$ cat config.mk
export PLATFORM = sky130hd
export DESIGN_NAME = mem_arbiter
export DESIGN_NICKNAME = d
export VERILOG_FILES = /design/src/rtl/mem_arbiter.sv
export SDC_FILE = /design/constraint.sdc
export NUM_CORES = 1
export LEC_CHECK = 0
export CORE_AREA = 2 2 117 119
export DETAILED_ROUTE_END_ITERATION = 10
export DIE_AREA = 0 0 119 121
export GPL_ROUTABILITY_DRIVEN = 0
export PLACE_DENSITY_LB_ADDON = 0.15
export SLEW_MARGIN = 40
export SYNTH_ARGS = -nofsm -noshare
export SYNTH_HDL_FRONTEND = slang
export SYNTH_SLANG_ARGS = --single-unit
$ cat constraint.sdc
create_clock -name clk -period 4.7 [get_ports clk]
set_input_delay 0.47 -clock clk [delete_from_list [all_inputs] [get_ports clk]]
set_output_delay 0.47 -clock clk [all_outputs]
set_load 0.01 [all_outputs]
$ cat src/rtl/mem_arbiter.sv
// Two-master memory arbiter: CPU (master 0) and debug/DMA (master 1)
// share a single-cycle-handshake memory port.
module mem_arbiter #(
    parameter bit FIXED_PRIO = 1'b0
) (
    input  logic        clk,
    input  logic        rst,
    input  logic        m0_en,
    input  logic [3:0]  m0_we,
    input  logic [29:0] m0_addr,
    input  logic [31:0] m0_wdata,
    output logic        m0_rdy,
    output logic [31:0] m0_rdata,
    input  logic        m1_en,
    input  logic [3:0]  m1_we,
    input  logic [29:0] m1_addr,
    input  logic [31:0] m1_wdata,
    output logic        m1_rdy,
    output logic [31:0] m1_rdata,
    output logic        s_en,
    output logic [3:0]  s_we,
    output logic [29:0] s_addr,
    output logic [31:0] s_wdata,
    input  logic        s_rdy,
    input  logic [31:0] s_rdata,
    output logic [1:0]  grant
);

    typedef enum logic [1:0] {
        IDLE = 2'd0,
        G0   = 2'd1,
        G1   = 2'd2
    } state_t;

    state_t     state, state_nxt;
    logic       last_served, last_nxt;
    logic [1:0] rd_sel, rd_sel_nxt;
    logic       done0, done1;

    always_ff @(posedge clk or negedge rst) begin
        if (!rst) begin
            state       <= IDLE;
            last_served <= 1'b1;
            rd_sel      <= 2'b00;
        end else begin
            state       <= state_nxt;
            last_served <= last_nxt;
            rd_sel      <= rd_sel_nxt;
        end
    end

    always_comb begin
        state_nxt = state;
        last_nxt  = last_served;
        s_en      = 1'b0;
        s_we      = 4'h0;
        s_addr    = 30'h0;
        s_wdata   = 32'h0;
        m0_rdy    = 1'b0;
        m1_rdy    = 1'b0;
        grant     = 2'b00;
        done0     = (state == G0) && m0_en && s_rdy;
        done1     = (state == G1) && m1_en && s_rdy;
        unique case (state)
            IDLE: begin
                if (m0_en && m1_en)
                    state_nxt = (FIXED_PRIO || last_served) ? G0 : G1;
                else if (m0_en)
                    state_nxt = G0;
                else if (m1_en)
                    state_nxt = G1;
            end
            G0: begin
                grant   = 2'b01;
                s_en    = m0_en;
                s_we    = m0_we;
                s_addr  = m0_addr;
                s_wdata = m0_wdata;
                m0_rdy  = s_rdy && m0_en;
                if (done0) begin
                    last_nxt  = 1'b0;
                    state_nxt = m1_en ? G1 : IDLE;
                end else if (!m0_en) begin
                    state_nxt = IDLE;
                end
            end
            G1: begin
                grant   = 2'b10;
                s_en    = m1_en;
                s_we    = m1_we;
                s_addr  = m1_addr;
                s_wdata = m1_wdata;
                m1_rdy  = s_rdy && m1_en;
                if (done1) begin
                    last_nxt  = 1'b1;
                    state_nxt = m0_en ? G0 : IDLE;
                end else if (!m1_en) begin
                    state_nxt = IDLE;
                end
            end
            default: state_nxt = IDLE;
        endcase
    end

    // Read data lands one cycle after the completing rdy; steer it by owner.
    assign rd_sel_nxt = {done1 && (m1_we == 4'h0), done0 && (m0_we == 4'h0)};
    assign m0_rdata   = rd_sel[0] ? s_rdata : 32'h0;
    assign m1_rdata   = rd_sel[1] ? s_rdata : 32'h0;

endmodule

=== Word-level counts from Yosys, hierarchy flattened ===
Index checks and enable logic that the tools add are counted.

* Muxes and demuxes: 23
* Equality and inequality tests: 7
* Reduce and logical (&&, ||, !) cells: 15

{| class="wikitable"
|+ Operators with widths
! cell !! number
|-
| $mux W32 || 2
|-
| $pmux W32 S2 || 1
|-
| $pmux W30 S2 || 1
|-
| $mux W2 || 9
|-
| $logic_and A1 B1 Y1 || 9
|-
| $logic_not A4 Y1 || 2
|-
| $pmux W4 S2 || 1
|-
| $ne A3 B3 Y1 const B || 2
|-
| $pmux W2 S3 || 1
|-
| $reduce_and A3 Y1 || 2
|-
| $mux W1 || 5
|-
| $ne A2 B2 Y1 const B || 2
|-
| $ne A4 B4 Y1 const B || 1
|-
| $pmux W1 S2 || 2
|-
| $pmux W2 S2 || 1
|-
| $eq A2 B1 Y1 const B || 1
|-
| $eq A2 B2 Y1 const B || 1
|-
| $logic_not A2 Y1 || 1
|-
| $reduce_bool A2 Y1 || 1
|}

* Word-level logic and storage cells: 48
* Flip-flop bits (word level): 5
* Input bits: 169
* Output and inout bits: 135

=== Logic depth before layout (Yosys ltp) ===
Gate-level depths: netlist (run 1).

* Depth after elaboration: 5
* Depth in mapped cells: 8
* Mapped depth without buffers: 6

=== Least setup slack after synthesis (run 1) ===
Ideal clock, no wire load.

* Path type: register to output
* Start: register state[0]
* End: output s_addr[0]
* Arrival: 1.448 ns
* Cell stages (with the launch flop): 6
* Setup slack: 2.782 ns
* Buffers on the path: 2
* Required time: 4.230 ns
* Path through: dfrtp_1 inv_1 ha_1 clkbuf_1 clkbuf_1 nor2b_1

* Cells in the longest elaborated chain, start to end: 2

{| class="wikitable"
|+ Ends and longest elaborated chain
! what !! RTL line !! source
|-
| from (decl) || 35 || <nowiki>state_t state, state_nxt;</nowiki>
|-
| from (signal assigned) || 46 || <nowiki>state <= state_nxt;</nowiki>
|-
| $eq A2 B2 Y1 / $eq A2 B1 Y1 (equally long branches) || 64 || <nowiki>unique case (state)</nowiki>
|-
| $pmux W30 S2 (*) || 64 ||
|-
| to (decl) || 22 || <nowiki>output logic [29:0] s_addr,</nowiki>
|}

Every way passes the cells marked *; elsewhere a longest branch is shown, timed or not.

=== Worst setup path after layout (run 1) ===
* Start: register state[1]
* End: output s_wdata[2]

* Cells in the longest elaborated chain, start to end: 2

{| class="wikitable"
|+ Ends and longest elaborated chain
! what !! RTL line !! source
|-
| $eq A2 B2 Y1 / $eq A2 B1 Y1 (equally long branches) || 64 ||
|-
| $pmux W32 S2 (*) || 64 ||
|-
| to (decl) || 23 || <nowiki>output logic [31:0] s_wdata,</nowiki>
|}

Marks and branches as above.

==> impl_metrics.yaml, run 1 <==
outcome:
  status: "finished clean"
clocking:
  clk_pin_slew_worst_paths_ps: 30
  clk_path_buf_depth: 2
  ctsHtreeMaxLevel: 1
  cts_buffers: 3
  cts_tree: "built"
  clock-sinks: 5
  clk_latency_ps: 230
  cts_setup_buffers: 0
  post_cts_resized: 0
  cts_root_buf: "clkbuf_16"
  hold_buffers: 0
synth:
  yosysSeqAreaShare_pct: 6.918
  yosys_warnings: 0
  ys_seq_elements: 5
  synth_mux_area_share_pct: 0
  synth_nets: 438
  synth_cells: 263
  synth_compound_area_share_pct: 32.12
  yosys.area.top_type: "a22oi_1"
  synth-xor-area-share_pct: 0
  synth.area.top_cells: "a22oi_1 (27%), nor2b_1 (23%), and2_1 (22%)"
  syn_avg_cell_area_sq_um: 6.946
  synth_area_sq_mm: 0.001827
  synth_cell_type_count: 23
  synth_top_family_by_area: "simple AND/OR/NAND/NOR gates"
  synth_top_area_share_pct: 27.12
  synthAdderAreaFrac_pct: 4.110
  synth-simple-area-share_pct: 47.95
sta:
  hold_viol: 0
  fin_ws_ps: 1473
  fin_crit_ps: 3227
  clock_skew_ps: 1.048
  finalCritPeriodShare_pct: 68.66
  relSlewSlack_pct: 60.51
  rsz0062_at_grt: "no"
  tightest_slew_ps: 592.3
  slew_viol_final: 0
  tns_ps: 0
  finalSetupViolCount: 0
  clock.fmax_mhz: 309.9
global_routing:
  gr-usage-met3_pct: 4.464
  top_usage_layer: "met2"
  grt_pass1_wl_um: 16320
  antenna_found_initial: 0
  grt_usage_pct: 14.16
  grt_use_met2_pct: 29.78
  grt_overflow: 0
  grt_max_degree: 53
  grt_pass1_vias: 3144
  use_met1_pct: 13.27
worst_setup_path:
  crit_fanout: 50
  path_buf_inv: 3
  crit_arrival_ps: 2760
  criticalPathCategory: "flop to output pin"
  worst_path_max_delay_cell: "ha_1"
  critPathMaxStageDelay_ps: 640
  path_cells: "inv_1 > ha_1 > buf_4 > nor2b_1 > clkdlybuf4s50_1"
  crit_family: "buffers and inverters"
  worstPathRequired_ps: 4230
  critPathLaunchType: "flop"
  end_kind: "output pin"
  reg2reg_depth: 6
  cp_num_cells: 5
route:
  dr.pass1.iters: 4
  drc: 0
  wirelength_um: 11180
  drtIter0Drc: 83
  post_drt_wl_per_cell_um: 15.51
  postRouteAntennaNets: 0
  vias_per_cell: 4.237
  vias: 3055
place:
  place_ws_ps: 1656
  port_buffers: 303
  hpwl_um: 9315
hold_path:
  hp-class: "primary input to async pin"
final_layout:
  drive_above_1_share_pct: 3.303
  area_delta_synth_final_pct: 178.1
  antennaDiodeCount: 0
  final_cell_mix: "clkdlybuf4s50_1 (303), a22oi_1 (66), nor2b_1 (66)"
  fin_nets: 721
  layout_commonest_cell: "clkdlybuf4s50_1"
floorplanning:
  rows: 42
  chipHeight_um: 121
  core_sq_mm: 0.01309
  io_pins: 304
  die_w_um: 119
  start_util_pct: 13.96
  fp.dieArea_sq_mm: 0.01440
job:
  maxCapViolations: 0
power:
  power_leakage_nw: 1.753
  ir_drop_mv: 0.2218
  power_density_mw_per_mm2: 325.5
sequential cells by signal (all words and copies together) (netlist names):
| signal | count |
|---|---|
| rd_sel | 2 |
| state | 2 |
| last_served | 1 |
synthesized netlist by cell type, drive strengths merged:
master and instances:
clkbuf 17, dfrtp 4, a21oi 4, nand3 2, nor2 2, nor2b 66, a22oi 67, o41ai 2
ha 6, nand2b 1, o32a 1, and2 64, and2b 1, dfstp 1, or4 2, inv 7
o32ai 1, buf 12, nand2 3
worst paths after layout:
kind | slack, ps | startpoint | to
setup reg to reg | 2700 | state[0] | state[0]
max in group asynchronous | 3970 | rst | last_served
hold reg to reg | 570 | last_served | last_served
min in group clk | 570 | last_served | last_served
hold / removal | 470 | rst | state[0]
setup / recovery | 1470 | state[1] | s_wdata[2]
worst reg2reg max path, delay by kind of cell (launching register included):
family	cells	cell delay, ps
compound gates	2	370
fa+ha+maj	1	540
simple gates	1	230
flops	1	440
buf+inv	2	300
metal layers:
layer  up-vias  wire length, um  share of wire (%)
met3         9             1109                9.9
li1       1479                -                  -
met5         -                0                  0
met2       183             6264                 56
met4         0              110               0.98
met1      1384             3696                 33
layout make-up:
cell class	instances	area [sq um]
sequential	5	128.9
timing repair buffer	307	3063
inverter	7	26.28
fill	1304	8005
clock buffer	4	78.83
multi-input combinational	222	1563
tap	176	220.2
where the power goes:
group          internal [mW]  switching, mW
logic                  0.780          0.655
registers             0.0573         0.0188
clock network          0.113         0.0299
total                  0.949          0.704
through the flow:
step	util [%]	std cells	total power, mW	hold WS [ps]	instance area, sq um
2_1_floorplan	-	263	0.8422	174.4	1827
3_3_place_gp	38.05	717	1.510	572.3	4979
3_5_place_dp	38.20	717	1.529	581.5	4999
4_1_cts	38.80	721	1.685	478.9	5077
5_1_grt	38.82	721	1.773	488.4	5080
6_report	38.82	721	1.653	470.7	5080
kinds of logic after synthesis:
| logic type | count (synthesis) |
|---|---|
| buf+inv | 36 |
| simple gates | 141 |
| flops | 5 |
| fa+ha+maj | 6 |
| compound gates | 75 |
No activity file was read; power rests on OpenSTA's default activity.
==> run 2: changes to the inputs <==
--- a/config.mk
+++ b/config.mk
@@ -5,9 +5,9 @@
 export SDC_FILE = /design/constraint.sdc
 export NUM_CORES = 1
 export LEC_CHECK = 0
-export CORE_AREA = 2 2 117 119
+export CORE_AREA = 2 2 119 121
 export DETAILED_ROUTE_END_ITERATION = 10
-export DIE_AREA = 0 0 119 121
+export DIE_AREA = 0 0 121 123
 export GPL_ROUTABILITY_DRIVEN = 0
 export PLACE_DENSITY_LB_ADDON = 0.15
 export SLEW_MARGIN = 40
==> constraint.sdc (replaced) <==
create_clock -name clk -period 3.3 [get_ports clk]
set_input_delay 0.33 -clock clk [delete_from_list [all_inputs] [get_ports clk]]
set_output_delay 0.33 -clock clk [all_outputs]
set_load 0.01 [all_outputs]
==> impl_metrics.yaml, run 2 (synthesized netlist as in run 1, its figures left out) <==
outcome:
  status: "finished clean"
route:
  drtIter0Drc: 84
  route.met3.wl_um: 1377
  postRouteAntennaNets: 0
  wirelength_um: 11290
  dr.pass1.iters: 4
  vias: 3041
  wl_met2_um: 6155
  wl_met1_um: 3638
  post_drt_wl_per_cell_um: 15.53
  top_layer: "met4"
  vias_per_cell: 4.183
  drc: 0
sta:
  clock.fmax_mhz: 346.2
  fin_crit_ps: 2888
  tightest_slew_ps: 751.9
  relSlewSlack_pct: 49.87
  slew_viol_final: 0
  tns_ps: 0
  hold_viol: 0
  finalSetupViolCount: 0
  rsz0062_at_grt: "no"
  finalCritPeriodShare_pct: 87.52
  finalHoldWorstSlack_ps: 333.5
  clock_skew_ps: 5.784
floorplanning:
  start_util_pct: 13.42
  die_w_um: 121
  chipHeight_um: 123
  fp.dieArea_sq_mm: 0.01488
  core_sq_mm: 0.01361
  rows: 43
  io_pins: 304
global_routing:
  antenna_found_initial: 0
  grt_max_degree: 52
  grt_pass1_vias: 2910
  grt_pass1_wl_um: 15710
  grt_overflow: 0
  grt_usage_pct: 13.60
hold_path:
  hp-class: "primary input to async pin"
final_layout:
  reg.largest.list: "rd_sel (2), state (2), last_served (1)"
  final_cell_mix: "clkdlybuf4s50_1 (303), a22oi_1 (66), nor2b_1 (66)"
  fin_nets: 723
  drive_above_1_share_pct: 3.473
  fin_util_pct: 37.49
  area_delta_synth_final_pct: 179.4
  multi_input_area_sq_mm: 0.001543
  fillCellCount: 1390
  layout_commonest_cell: "clkdlybuf4s50_1"
  seq_area_sq_um: 127.6
  antennaDiodeCount: 0
  instances_no_fill: 727
clocking:
  cts_buffers: 3
  post_cts_resized: 0
  clk_latency_ps: 230
  clk_path_buf_depth: 2
  clock-sinks: 5
  cts_root_buf: "clkbuf_16"
  clk_pin_slew_worst_paths_ps: 40
  ctsHtreeMaxLevel: 1
  cts_tree: "built"
  cts_setup_buffers: 0
  hold_buffers: 0
power:
  p_seq_share_pct: 4.3
  switching_share_pct: 41.90
  pwr-share-clk_pct: 8.6
  power_leakage_nw: 1.769
  ir_drop_mv: 0.2634
  power_switching_mw: 1.000
  p_comb_share_pct: 87.2
  power_density_mw_per_mm2: 467.7
  internal_power_mw: 1.387
worst_setup_path:
  worstPathRequired_ps: 2970
  critPathLaunchType: "flop"
  crit_arrival_ps: 2560
  criticalPathCategory: "flop to output pin"
  crit_fanout: 26
  end_kind: "output pin"
place:
  port_buffers: 303
  dp_cells: 723
  hpwl_um: 9506
job:
  maxCapViolations: 0
[run 2: cell types whose count changed in the layout (fill, tap and decap cells not counted), sizes merged]
cell  before  now
buf        4    6
[run 2: power groups by stage]
| stage | logic, mW | registers (mW) | clock network (mW) |
|---|---|---|---|
| global placement | 2.11 | 0.100 | 0 |
| finish | 2.08 | 0.102 | 0.204 |
| CTS | 2.13 | 0.101 | 0.206 |
| floorplan | 1.10 | 0.0958 | 0 |
| detailed placement | 2.12 | 0.102 | 0 |
| global route | 2.25 | 0.105 | 0.213 |
[run 2: cell type report]
class                   instances  share of cell area (%)
inverters                       7                  0.5148
multi-input cells             222                   30.23
well taps                     180                   4.413
clock buffers                   4                   1.544
flip-flops and latches          5                   2.501
repair buffers                309                   60.80
[run 2: final timing paths]
check / to / from / cells after the start / slack, ps
hold / removal: state[1] / rst / 1 / 330
hold reg to reg: last_served / last_served / 1 / 520
setup / recovery: s_wdata[13] / state[1] / 6 / 410
min in group clk: last_served / last_served / 1 / 520
setup reg to reg: state[0] / state[0] / 7 / 1270
max in group asynchronous: last_served / rst / 1 / 2690
[run 2: worst max-delay path, stage by stage, from the launching register on]
cell and delay, ps:
dfrtp_1 420, inv_1 120, ha_2 560, buf_4 370
a22oi_1 100, nor2b_1 180, clkdlybuf4s50_1 560
[run 2: layer usage]
layer  up-vias  track usage (%)
li1       1481                -
met1      1363            12.74
met2       191            27.56
met3         6            4.982
met4         0            3.343
met5         -                0
[run 2: metrics by stage]
stage	area (sq um)	power (mW)	setup WS (ps)
4_1_cts	5102	2.438	354.1
6_report	5104	2.387	411.9
2_1_floorplan	1827	1.200	1522
5_1_grt	5104	2.566	249.7
3_3_place_gp	5024	2.215	619.0
3_5_place_dp	5024	2.221	604.6
